### src/rtl/sd_tx_ctrl.sv
// sd_tx_ctrl: SD data-line Tx frame sequencer (start token, data, CRC16 hi/lo, end byte).
// Define TX_UNDERRUN_ABORT_EN to abort the frame on a FIFO underrun instead of sending fill bytes.
module sd_tx_ctrl #(
  parameter int BLOCK_BYTES = 512,
  parameter int CNT_W = $clog2(BLOCK_BYTES + 1)
) (
  input  logic       clk_i,
  input  logic       n_rst_i,
  input  logic       start_i,
  input  logic       load_enable_i,
  input  logic       fifo_empty_i,
  output logic       sending_o,
  output logic       sd_enable_o,
  output logic [2:0] byte_sel_o,
  output logic       load_first_o,
  output logic       fifo_pop_o,
  output logic       crc_clear_o,
  output logic       busy_o,
  output logic       tx_done_o,
  output logic       underrun_o
);
`ifdef TX_UNDERRUN_ABORT_EN
  localparam bit ABORT = 1'b1;
`else
  localparam bit ABORT = 1'b0;
`endif
  typedef enum logic [2:0] {IDLE, FIRST, SYNC, DATA, CRCH, CRCL, ENDB} state_t;
  state_t           state_q;
  logic [CNT_W-1:0] cnt_q;
  logic             sending_q, sd_en_q, first_q, underrun_q;
  logic             more, data_sel, ld_data, und;
  assign more     = cnt_q < CNT_W'(BLOCK_BYTES);
  // A data byte is due at the next load in SYNC, and in DATA until the block is complete.
  assign data_sel = state_q == SYNC || (state_q == DATA && more);
  assign ld_data  = load_enable_i && data_sel;
  assign und      = ld_data && fifo_empty_i;
  always_comb begin
    byte_sel_o = 3'd0;
    case (state_q)
      FIRST:      byte_sel_o = 3'd1;
      SYNC, DATA: byte_sel_o = !data_sel ? 3'd3 : fifo_empty_i ? 3'd6 : 3'd2;
      CRCH:       byte_sel_o = 3'd4;
      CRCL:       byte_sel_o = 3'd5;
      default:    byte_sel_o = 3'd0;
    endcase
  end
  always_ff @(posedge clk_i or negedge n_rst_i)
    if (!n_rst_i) begin
      state_q    <= IDLE;
      cnt_q      <= '0;
      sending_q  <= 1'b0;
      sd_en_q    <= 1'b0;
      first_q    <= 1'b0;
      underrun_q <= 1'b0;
    end else begin
      first_q <= 1'b0;
      if (und) underrun_q <= 1'b1;
      case (state_q)
        IDLE: if (start_i) begin
          state_q    <= FIRST;
          first_q    <= 1'b1;
          sending_q  <= 1'b1;
          underrun_q <= 1'b0;
        end
        FIRST: state_q <= SYNC;
        SYNC: if (load_enable_i) begin
          state_q <= DATA;
          sd_en_q <= 1'b1;
          cnt_q   <= CNT_W'(1);
        end
        DATA: if (load_enable_i) begin
          if (more) cnt_q <= cnt_q + CNT_W'(1);
          else begin
            state_q <= CRCH;
            sd_en_q <= 1'b0;
          end
        end
        CRCH: if (load_enable_i) state_q <= CRCL;
        CRCL: if (load_enable_i) state_q <= ENDB;
        ENDB: if (load_enable_i) begin
          state_q   <= IDLE;
          sending_q <= 1'b0;
        end
        default: state_q <= IDLE;
      endcase
      // Abort overrides whatever the data/sync branch scheduled above.
      if (ABORT && und) begin
        state_q   <= IDLE;
        sending_q <= 1'b0;
        sd_en_q   <= 1'b0;
      end
    end
  assign sending_o    = sending_q;
  assign busy_o       = sending_q;
  assign sd_enable_o  = sd_en_q;
  assign load_first_o = first_q;
  assign crc_clear_o  = first_q;
  assign fifo_pop_o   = ld_data && !fifo_empty_i;
  assign tx_done_o    = (load_enable_i && state_q == ENDB) || (ABORT && und);
  assign underrun_o   = underrun_q || und;
endmodule

### config.mk
export PLATFORM = sky130hd
export DESIGN_NAME = sd_tx_ctrl
export DESIGN_NICKNAME = d
export VERILOG_FILES = /design/src/rtl/sd_tx_ctrl.sv
export SDC_FILE = /design/constraint.sdc
export NUM_CORES = 1
export LEC_CHECK = 0
export BUFFER_PORTS_ARGS = -buffer_cell sky130_fd_sc_hd__buf_4
export CAP_MARGIN = 0
export CORE_ASPECT_RATIO = 1.1
export CORE_MARGIN = 3
export CORE_UTILIZATION = 53
export DETAILED_ROUTE_END_ITERATION = 8
export PLACE_DENSITY = 0.84
export SETUP_SLACK_MARGIN = 0.5
export SKIP_LAST_GASP = 1
export SYNTH_ARGS = -nofsm -noshare
export SYNTH_HDL_FRONTEND = slang
export SYNTH_SLANG_ARGS = --single-unit
### constraint.sdc
create_clock -name clk_i -period 1.85 [get_ports clk_i]
set_input_delay 0.2775 -clock clk_i [delete_from_list [all_inputs] [get_ports clk_i]]
set_output_delay 0.2775 -clock clk_i [all_outputs]
set_load 0.05 [all_outputs]
-- Word-level counts from Yosys, hierarchy flattened
Cells that the tools add are included.
- eq/ne operators: 14
- add/subtract/negate cells: 1
- muxes and demuxes: 27
- reductions and logical operators: 16
- magnitude comparators: 1
- operators by type and width (cell ; number):
    10-bit 2-to-1 mux ; 3
    3-bit 2-to-1 mux ; 9
    3-bit one-hot mux with 7 select lines ; 1
    10-bit one-hot mux with 2 select lines ; 1
    2-bit != test, second input constant ; 8
    3-bit one-hot mux with 4 select lines ; 1
    10-bit by 1-bit adder with 10-bit output, second input constant ; 1
    10-bit < comparator, second input constant ; 1
    1-bit 2-to-1 mux ; 10
    3-bit == test, second input constant ; 3
    4-bit AND reduction ; 2
    7-bit AND reduction ; 1
    3-bit by 2-bit == test with 1-bit output, second input constant ; 2
    1-bit logical AND ; 5
    1-bit one-hot mux with 2 select lines ; 2
    2-bit nonzero test ; 2
    3-bit by 1-bit == test with 1-bit output, second input constant ; 1
    3-bit logical NOT ; 1
    3-bit AND reduction ; 1
    1-bit logical OR ; 2
    2-bit OR reduction ; 1
    1-bit logical NOT ; 1
- output and inout port bits: 11
- bits in registers: 17

-- Longest topological paths before layout
Gate-level depths: netlist of run 1.
- word-level depth: 8
- mapped depth: 6
- gate-level depth less buffers: 5

-- Least setup slack after synthesis of run 1
No wires, ideal clock.
- path kind: register -> output
- from: reg state_q[1]
- to: out byte_sel_o[2]
- arrival: 2.104 ns
- buffers on the path: 1
- cell stages (with the launch flop): 5
- required time: 1.572 ns
- setup slack: -0.531 ns
- cells stage by stage: dfrtp_1 clkbuf_1 nor2b_1 nand3_1 o21ai_0
- cells in the longest elaborated chain, start to end: 5
- elaborated cells between the ends (all ways): 10
- RTL lines (item ; line ; text):
    from (decl) ; 28 ; state_t state_q;
    from (signal assigned) ; 49 ; state_q <= IDLE;
    from (signal assigned) ; 60 ; state_q <= FIRST;
    from (signal assigned) ; 65 ; FIRST: state_q <= SYNC;
    3-bit by 2-bit == test with 1-bit output ; 34, 39 ;
    1-bit logical AND ; 34 ; assign data_sel = state_q == SYNC || (state_q == DATA && more);
    1-bit logical OR ; 34 ;
    3-bit 2-to-1 mux ; 41 ; SYNC, DATA: byte_sel_o = !data_sel ? 3'd3 : fifo_empty_i ? 3'd6 : 3'd2;
    3-bit one-hot mux with 4 select lines (*) ; 39 ; case (state_q)
    to (decl) ; 14 ; output logic [2:0] byte_sel_o,
Mark *: on every way between the ends. The rest lies on a longest branch, timed or not.

-- Final worst setup path of run 1
- from: reg state_q[2]
- to: out underrun_o
- cells in the longest elaborated chain, start to end: 6
- elaborated cells between the ends (all ways): 7
- RTL lines (item ; line ; text):
    3-bit by 2-bit == test with 1-bit output ; 34 ;
    1-bit logical AND ; 34 ;
    1-bit logical OR (*) ; 34 ;
    1-bit logical AND (*) ; 35 ; assign ld_data = load_enable_i && data_sel;
    1-bit logical AND (*) ; 36 ; assign und = ld_data && fifo_empty_i;
    1-bit logical OR (*) ; 100 ; assign underrun_o = underrun_q || und;
    to (decl) ; 20 ; output logic underrun_o
Marked as above.

==> results of run 1 <==
-- metrics by stage --
stage | area [sq um] | hold WS, ps | power, uW | instances
after floorplan | 1021 | -18.09 | 1108 | 102
after global placement | 1121 | 150.5 | 1263 | 131
after detailed placement | 1121 | 154.3 | 1283 | 131
after CTS | 1280 | 329.7 | 1650 | 145
after global routing | 1364 | 372.0 | 1906 | 150
final | 1364 | 354.1 | 1820 | 150
-- power by group through the flow --
stage | clock, uW | combinational (uW) | sequential [uW]
final | 213 | 1050 | 554
after global routing | 225 | 1120 | 557
after CTS | 208 | 889 | 553
after detailed placement | 0 | 725 | 558
after global placement | 0 | 710 | 553
after floorplan | 0 | 532 | 577
-- final cells by class --
class                           count  area share [%]
Clock buffer                        3           1.651
Inverter                            6           1.835
Sequential cell                    17           31.47
Tap cell                           17           1.560
Clock inverter                      1          0.3670
Multi-Input combinational cell     73           41.10
Timing Repair Buffer               33           22.02
-- cells by family after synthesis --
family | count (synthesis) | share of synthesized area, %
adders and majority gates | 1 | 1.347
xor gates and xnor gates | 5 | 4.718
buffers and inverters | 12 | 6.873
AOI/OAI and AO/OA | 26 | 16.44
and+or+nand+nor | 41 | 24.80
DFF | 17 | 45.82
-- repair_timing --
item                                    4_1_cts  5_1_grt
hold endpoints to repair                     17        0
endpoints found under the setup margin       19       17
gates resized for setup                      17        9
hold buffers                                  1        0
pin swaps                                     5        6
buffers inserted                              9        5
-- cell usage after synthesis, types with 2 or more instances --
cell | instances | area, sq um
inv_1 | 6 | 22.52
nor2_1 | 6 | 22.52
o21ai_1 | 3 | 15.01
o21ai_0 | 9 | 45.04
a21oi_1 | 5 | 25.02
xor2_1 | 2 | 17.52
nand3_1 | 4 | 20.02
o31ai_1 | 2 | 15.01
nand2_1 | 8 | 30.03
xnor2_1 | 3 | 26.28
clkbuf_1 | 2 | 7.510
nor3_1 | 2 | 10.01
buf_4 | 3 | 22.52
dfrtp_1 | 17 | 425.4
and2_1 | 2 | 12.51
nand4_1 | 7 | 43.79
or3_1 | 2 | 12.51
-- state kept, by name, summed over array words and instances (netlist names) --
| register | flops |
|---|---|
| state_q | 3 |
| busy_o | 1 |
| sd_enable_o | 1 |
| crc_clear_o | 1 |
| cnt_q | 10 |
| underrun_q | 1 |
-- metal layers --
layer	up-vias	track usage [%]	wire length [um]
met5	-	0	0
met4	0	11.37	87
met3	9	1.825	187
met2	52	36.47	1313
met1	458	34.40	1130
li1	424	-	-
-- worst max-delay path, stage by stage, from the launching register on --
cell     delay (ps)
dfrtp_2         440
and3b_2         260
a31o_4          240
buf_8           150
-- worst min path at each step --
stage / from / endpoint / cells past startpoint
CTS: load_enable_i / state_q[2] / 3
floorplan: n_rst_i / busy_o / 0
detailed placement: n_rst_i / crc_clear_o / 1
finish: n_rst_i / cnt_q[8] / 2
global placement: n_rst_i / busy_o / 1
global route: n_rst_i / cnt_q[8] / 2
==> run summary, run 1 <==
DRT Pass-1 Iters - 4
# diodes - 0
Worst r2r path cells - 5
Gate power share - 57.9%
Core Box Area - 1614 sq um
Total CTS buffers - 3
Clock Power Share - 11.7%
Clk sinks - 17
Residual DRC - 0
Synthesized instance count - 102
Area of the multi-input gates - 560.5 sq um
EDFF count, synth - 0
Clk_lat worst skew - 310 ps
Storage cell area - 429.2 sq um
Total I/O pin count - 16
Seq pwr share - 30.4%
Die W - 45.91 um
Detail Placement HPWL - 1484 um
Gr ovfl total - 0
Gpl congestion - 0.8578
Crit end category - output port
Critical path fanouts, max - 4
Synthesized area - 928.4 sq um
CP required - 1570 ps
Row count - 15
Via count - 943
Asr flop ratio synth - 100.0%
Pin count of the biggest net entering global routing - 18
#FFs+latches synth - 17
Vias in the first global route - 881
Internal power - 1003 uW
P&R area growth vs syn - 46.90%
CTS tree - yes
TNS Setup - 0 ps
Hold Path Class - in -> async
Crit path capture - underrun_o
Syn Area/Cell - 9.102 sq um
Clock Pin Slew Worst Setup and Hold Paths - 120 ps
Routed len/inst - 18.13 um
DIE AREA - 2290 sq um
Worst Setup Path Type - reg -> out
Drt initial violations - 39
First-pass GRT wire length - 4105 um
Min Tclk post-route - 1652 ps
Main synth FF type - dfrtp_1
RSZ-0062 raised after global routing - true
Commonest non-fill, non-tap cell in the layout - buf_4
Fin. Hold Viols - 0
Nets - 140
Worst VDD drop - 0.0009725 V
Worst R2R End - cnt_q[8]
Starting Density - 57.52%
Origin of the critical flop-to-flop path - cnt_q[0]
Antenna Nets Post-Route - 0
Lkg Pwr - 0.0005922 uW
Clk buf depth - 2
Worst setup path start - state_q[2]
FF-to-FF setup slack - 390 ps
Switching Fraction - 44.89%
Clk_skew - 17.10 ps
CP Data Arrival Time - 1370 ps
Post-synth cell types - 36
Vias per std cell - 6.287
Port Buffers - 15
Psw - 817.0 uW
Post-route setup slack - 198.5 ps
Most frequent cells in the layout - 23 x buf_4, 14 x dfrtp_1, 7 x nand4_1
Wirelength, routed - 2719 um
Share of layout cells above drive strength 1 - 42.11%
Mapped Nets - 108
Worst setup SP type - flip-flop
Final Util - 84.50%
YS warnings - 0
Initial antenna violation count - 0
GRT Total Usage - 24.28%
Status - complete, no violations
Fillers - 82
Final setup violation count - 0
Total of max-cap violations - 0
Max_slew headroom - 82.69%
CTS root buf - clkbuf_4
Final Max Tran Viols - 0
Actual slew at the worst max-slew pin - 257.4 ps
Seq/Total Area, Yosys - 45.82%
Chip Height - 49.90 um
H-tree levels - 1
Pwr Density - 1334 nW/um^2
Max Clk Rate - 605.5 MHz
Final Cycle Share - 89.27%
Pre-CTS WS - 271.6 ps
Note: power is estimated with default switching activity, not from simulation.
==> inputs of run 2 (changes only) <==
Settings changed: CELL_PAD_IN_SITES_DETAIL_PLACEMENT from default to 0, CELL_PAD_IN_SITES_GLOBAL_PLACEMENT from default to 1, CORE_UTILIZATION 53 to 40.
==> run 2 against run 1 <==
  * Combinational power up 7%
  * Largest cell class unchanged
  * Register-to-register slack worse by 50 ps
  * Sequential power down 3.6%
  * First-iteration DRC count down 31%
  * Sequential cell count unchanged
  * Total power up 2.5%
  * Non-clock buffer count up 16
  * Critical path type unchanged
  * Cell count up 18%
  * Count of clock-buffer cells in the layout up 1
  * Die area up 28%
  * Maximum frequency up 1.6%
==> run summary, run 2 (same netlist as run 1, synthesis figures left out) <==
CP required - 1570 ps
Worst Path Buf+Inv - 1
Drt initial violations - 27
Final Util - 71.72%
Internal power - 1067 uW
Min Tclk post-route - 1625 ps
CTS tree - yes
CP Data Arrival Time - 1350 ps
Most frequent cells in the layout - 34 x buf_4, 14 x dfrtp_1, 11 x buf_6
Worst R2R End - cnt_q[7]
Vias per std cell - 5.339
CP max stage delay - 430 ps
Worst r2r path cells - 6
Crit end category - output port
Clk_lat worst skew - 290 ps
DRT Pass-1 Iters - 5
Hold Path Class - in -> reg
Routed len/inst - 15.58 um
Min-delay src - load_enable_i
Total of max-cap violations - 0
GRT Total Usage - 20.34%
Total CTS buffers - 3
Lkg Pwr - 0.0006646 uW
Hold Path Sink - state_q[2]
Antenna Nets Post-Route - 0
# diodes - 0
Clk_skew - 0.8777 ps
Clock Power Share - 11.2%
Wirelength, routed - 2757 um
First-pass GRT wire length - 4436 um
Max Clk Rate - 615.4 MHz
Die W - 51.94 um
Pin count of the biggest net entering global routing - 18
Vias in the first global route - 948
Critical path's slowest cell - dfrtp_2
Critical path fanouts, max - 3
WHS - 322.5 ps
Placed Cells - 145
Fin. Hold Viols - 0
Initial antenna violation count - 0
Actual slew at the worst max-slew pin - 230.6 ps
Total I/O pin count - 16
TNS Setup - 0 ps
Origin of the critical flop-to-flop path - state_q[2]
Worst VDD drop - 0.0008983 V
Hold path cells - 3
Status - complete, no violations
Final Cycle Share - 87.83%
Clk buf depth - 2
Row count - 17
Psw - 798.4 uW
Max FFs per register - 10
CP delay by family, top - flip-flops
Final setup violation count - 0
Starting Density - 44.09%
Worst setup SP type - flip-flop
CTS root buf - clkbuf_4
Chip Height - 56.53 um
Commonest non-fill, non-tap cell in the layout - buf_4
Clock Pin Slew Worst Setup and Hold Paths - 100 ps
Share of layout cells above drive strength 1 - 50.34%
Nets - 156
Pre-CTS WS - 253.9 ps
Detail Placement HPWL - 1647 um
Pwr Density - 1235 nW/um^2
Max_slew headroom - 84.59%
Via count - 945
Residual DRC - 0
Post-route setup slack - 225.1 ps
Worst Setup Path Type - reg -> out
Gate power share - 60.2%
DIE AREA - 2936 sq um
Seq pwr share - 28.6%
Core Box Area - 2106 sq um
Gr ovfl total - 0
RSZ-0062 raised after global routing - true
FF-to-FF setup slack - 340 ps
Most flops, register - cnt_q
H-tree levels - 1
Clk sinks - 17
Worst-path cell chain - and3b_2 -> a31o_4 -> buf_8
Switching Fraction - 42.81%
Gpl congestion - 0.8349
Final std cells w/o fill - 177
P&R area growth vs syn - 62.67%
Port Buffers - 15
Final Max Tran Viols - 0
Leading registers by flop count - cnt_q (10), state_q (3)
[run 2: changes by cell type in the layout (fill, tap and decap cells not counted), sizes merged]
cell / previous run / this run
inv: 6 / 5
buf: 32 / 48
clkbuf: 3 / 4
clkinvlp: 0 / 1
clkinv: 1 / 0
[run 2: worst max-delay path by stage]
| stage | slack (ps) | startpoint | depth (start not counted) | to |
|---|---|---|---|---|
| 4_1_cts | 240 | state_q[2] | 5 | byte_sel_o[0] |
| 3_3_place_gp | 280 | state_q[2] | 4 | fifo_pop_o |
| 5_1_grt | 170 | state_q[2] | 5 | byte_sel_o[2] |
| 3_5_place_dp | 250 | state_q[2] | 4 | fifo_pop_o |
| 6_report | 230 | state_q[1] | 3 | underrun_o |
| 2_1_floorplan | 380 | state_q[1] | 4 | byte_sel_o[2] |
[run 2: worst min-delay path: stages]
cell and delay, ps:
buf_4 150, nand3_1 100, o31ai_1 60
[run 2: stage by stage]
step / total power [uW] / area (sq um)
after floorplan: 1108 / 1021
after global placement: 1306 / 1157
after detailed placement: 1324 / 1157
after CTS: 1757 / 1436
after global routing: 1970 / 1510
final: 1865 / 1510
[run 2: per-layer routing]
metal	global-route usage, %	wire (um)	vias to the layer above
li1	-	-	462
met3	3.448	84	7
met1	26.83	1207	451
met5	0	0	-
met2	31.24	1400	25
met4	10.49	65	0
[run 2: area by class of cell]
type / instances / area [sq um]
Fill cell: 154 / 595.6
Tap cell: 28 / 35.03
Timing Repair Buffer: 49 / 434.2
Sequential cell: 17 / 429.2
Clock buffer: 4 / 26.28
Multi-Input combinational cell: 73 / 554.3
Inverter: 6 / 31.28
[run 2: repair_timing]
item / 4_1_cts / 5_1_grt
pin swaps: 6 / 10
endpoints found under the hold margin: 17 / 0
hold buffers: 1 / 0
gates resized for setup: 25 / 13
endpoints found under the setup margin: 20 / 17
setup buffers: 22 / 5
[run 2: power groups by stage]
stage | combinational, uW | clock [uW] | sequential [uW]
after floorplan | 532 | 0 | 577
after global placement | 758 | 0 | 548
after CTS | 1020 | 205 | 529
final | 1120 | 209 | 534
after detailed placement | 770 | 0 | 554
after global routing | 1200 | 227 | 542
==> inputs of run 3 (changes only) <==
Settings changed: ABC_AREA from default to 1, PLACE_DENSITY 0.84 to 0.85, SLEW_MARGIN from default to 15.
==> run 3 against run 2 <==
  * Cell count rose by 23%
  * Clock power fell by 2%
  * Synthesized area rose by 17%
  * Critical endpoint unchanged
==> run summary, run 3 <==
Worst-path cell chain - inv_4 -> nand3_4 -> nand2_8 -> nand4_1 -> nand2_4 -> buf_8
Worst Setup Path Type - reg -> out
Worst R2R End - underrun_q
Starting Density - 42.74%
Max_slew headroom - 80.54%
Worst setup SP type - flip-flop
Actual slew at the worst max-slew pin - 290.8 ps
Post-synth top area share - 39.13%
Total of max-cap violations - 0
Row count - 19
# diodes - 0
CTS tree - yes
Critical path's slowest cell - dfrtp_2
Pin count of the biggest net entering global routing - 18
CP required - 1570 ps
Chip Height - 60.68 um
Worst VDD drop - 0.001300 V
Main synth FF type - dfrtp_1
Commonest non-fill, non-tap cell in the layout - nand2_1
RSZ-0062 raised after global routing - true
Fin. Hold Viols - 0
Routed len/inst - 12.67 um
CTS root buf - clkbuf_4
Final Max Tran Viols - 0
Final setup violation count - 0
DIE AREA - 3380 sq um
Share of layout cells above drive strength 1 - 39.57%
GRT Total Usage - 16.91%
Drt initial violations - 30
Clk buf depth - 2
Hold Path Sink - busy_o
Origin of the critical flop-to-flop path - state_q[0]
Clk_skew - 1.261 ps
Clock Pin Slew Worst Setup and Hold Paths - 100 ps
Lkg Pwr - 0.0007532 uW
Yosys top cell by area - dfrtp_1
Clk sinks - 17
Seq/Total Area, Yosys - 39.13%
Detail Placement HPWL - 1720 um
Residual DRC - 0
Total CTS buffers - 3
CP max stage delay - 490 ps
Die W - 55.71 um
Min-delay src - start_i
First-pass GRT wire length - 4409 um
Most flops, register - cnt_q
FF-to-FF setup slack - 120 ps
DRT Pass-1 Iters - 4
Syn Area/Cell - 7.347 sq um
EDFF count, synth - 0
YS warnings - 0
Crit end category - output port
Final instance area - 1589 sq um
Worst setup path start - state_q[0]
Final Cycle Share - 93.77%
Hold Path Class - in -> reg
P&R area growth vs syn - 46.14%
Wirelength, routed - 2761 um
Area contributors post-synth - dfrtp_1 39%, nand2_1 17%, nand3_1 8.3%
Vias in the first global route - 993
Nets - 194
Mapped Nets - 154
Antenna Nets Post-Route - 0
Count leader, synth - nand2_1
Core Box Area - 2544 sq um
Clk_lat worst skew - 280 ps
Initial antenna violation count - 0
Gr ovfl total - 0
Status - complete, no violations
Most frequent cells in the layout - 42 x nand2_1, 26 x buf_4, 15 x nor2_1, 15 x nand3_1
CP Data Arrival Time - 1460 ps
TNS Setup - 0 ps
Total I/O pin count - 16
Max Clk Rate - 576.5 MHz
H-tree levels - 1
Synthesized instance count - 148
Worst r2r path cells - 10
Vias per std cell - 4.894
Leading registers by flop count - cnt_q (10), state_q (3)
Pwr Density - 1585 nW/um^2
Port Buffers - 15
Gpl congestion - 0.8492
Synthesized area - 1087 sq um
Worst Path Buf+Inv - 2
Min Tclk post-route - 1735 ps
Dpl cell area - 1237 sq um
Via count - 1067
CP delay by family, top - flip-flops
Asr flop ratio synth - 100.0%
Most frequent cells after synthesis - 49 x nand2_1, 18 x nand3_1, 18 x nor2_1
Max FFs per register - 10
Post-synth cell types - 23
#FFs+latches synth - 17
Hold path cells - 3
Critical path fanouts, max - 6
==> run 3: changes by cell type in the layout (fill, tap and decap cells not counted), moves of 6 or more <==
cell | before | now
inv_1 | 4 | 12
buf_4 | 34 | 26
nand3_1 | 3 | 15
nand2_1 | 4 | 42
nand4_1 | 7 | 1
nor2_1 | 5 | 15
==> run 3: tightest hold or removal path, cell delays in order <==
cell	delay, ps
buf_4	80
inv_1	50
o21ai_1	130
==> run 3: through the flow <==
stage | power, uW | instances | util [%] | setup WS [ps] | hold slack (ps)
2_1_floorplan | 1530 | 148 | - | 221.1 | -18.09
3_3_place_gp | 1726 | 190 | 48.65 | 319.8 | 158.5
3_5_place_dp | 1742 | 190 | 48.65 | 276.2 | 161.8
4_1_cts | 2325 | 213 | 58.49 | 136.6 | 275.9
5_1_grt | 2671 | 218 | 62.47 | 36.23 | 287.5
6_report | 2519 | 218 | 62.47 | 115.3 | 279.7
==> run 3: cell type report <==
type | instances | area, sq um
clock buffers | 4 | 26.28
fillers | 214 | 954.7
inverters | 15 | 65.06
multi-input cells | 111 | 648.1
flip-flops and latches | 17 | 431.7
well taps | 31 | 38.79
repair buffers | 40 | 379.1
==> run 3: worst max path at each step <==
stage	endpoint	cells past startpoint
finish	underrun_o	6
CTS	underrun_o	6
global placement	byte_sel_o[2]	5
global route	underrun_o	6
floorplan	fifo_pop_o	6
detailed placement	underrun_o	5
==> run 3: power by group <==
part           internal, uW  switching, uW
clock                  83.6            121
combinational           750           1000
sequential              462            101
==> run 3: what timing repair did <==
| item | 4_1_cts | 5_1_grt |
|---|---|---|
| pin swaps | 6 | 6 |
| gates resized for setup | 25 | 23 |
| setup buffers | 18 | 5 |
| setup endpoints to repair | 18 | 21 |
| gates cloned | 0 | 0 |
| endpoints found under the hold margin | 17 | 0 |
| hold buffers | 1 | 0 |
==> run 3: cells by family after synthesis <==
family / Yosys count / synth area share, %
flip-flops: 17 / 39.13
buffers and inverters: 20 / 9.551
AO/OA/AOI/OAI: 15 / 7.480
multiplexers: 1 / 2.071
AND/OR/NAND/NOR: 94 / 40.62
adder cells (fa/ha/maj): 1 / 1.151
==> run 3: metal layers <==
layer | track usage (%) | vias up | wire length [um]
li1 | - | 554 | -
met1 | 19.69 | 495 | 1237
met2 | 32.43 | 14 | 1408
met3 | 2.766 | 4 | 71
met4 | 4.861 | 0 | 44
met5 | 0 | - | 0
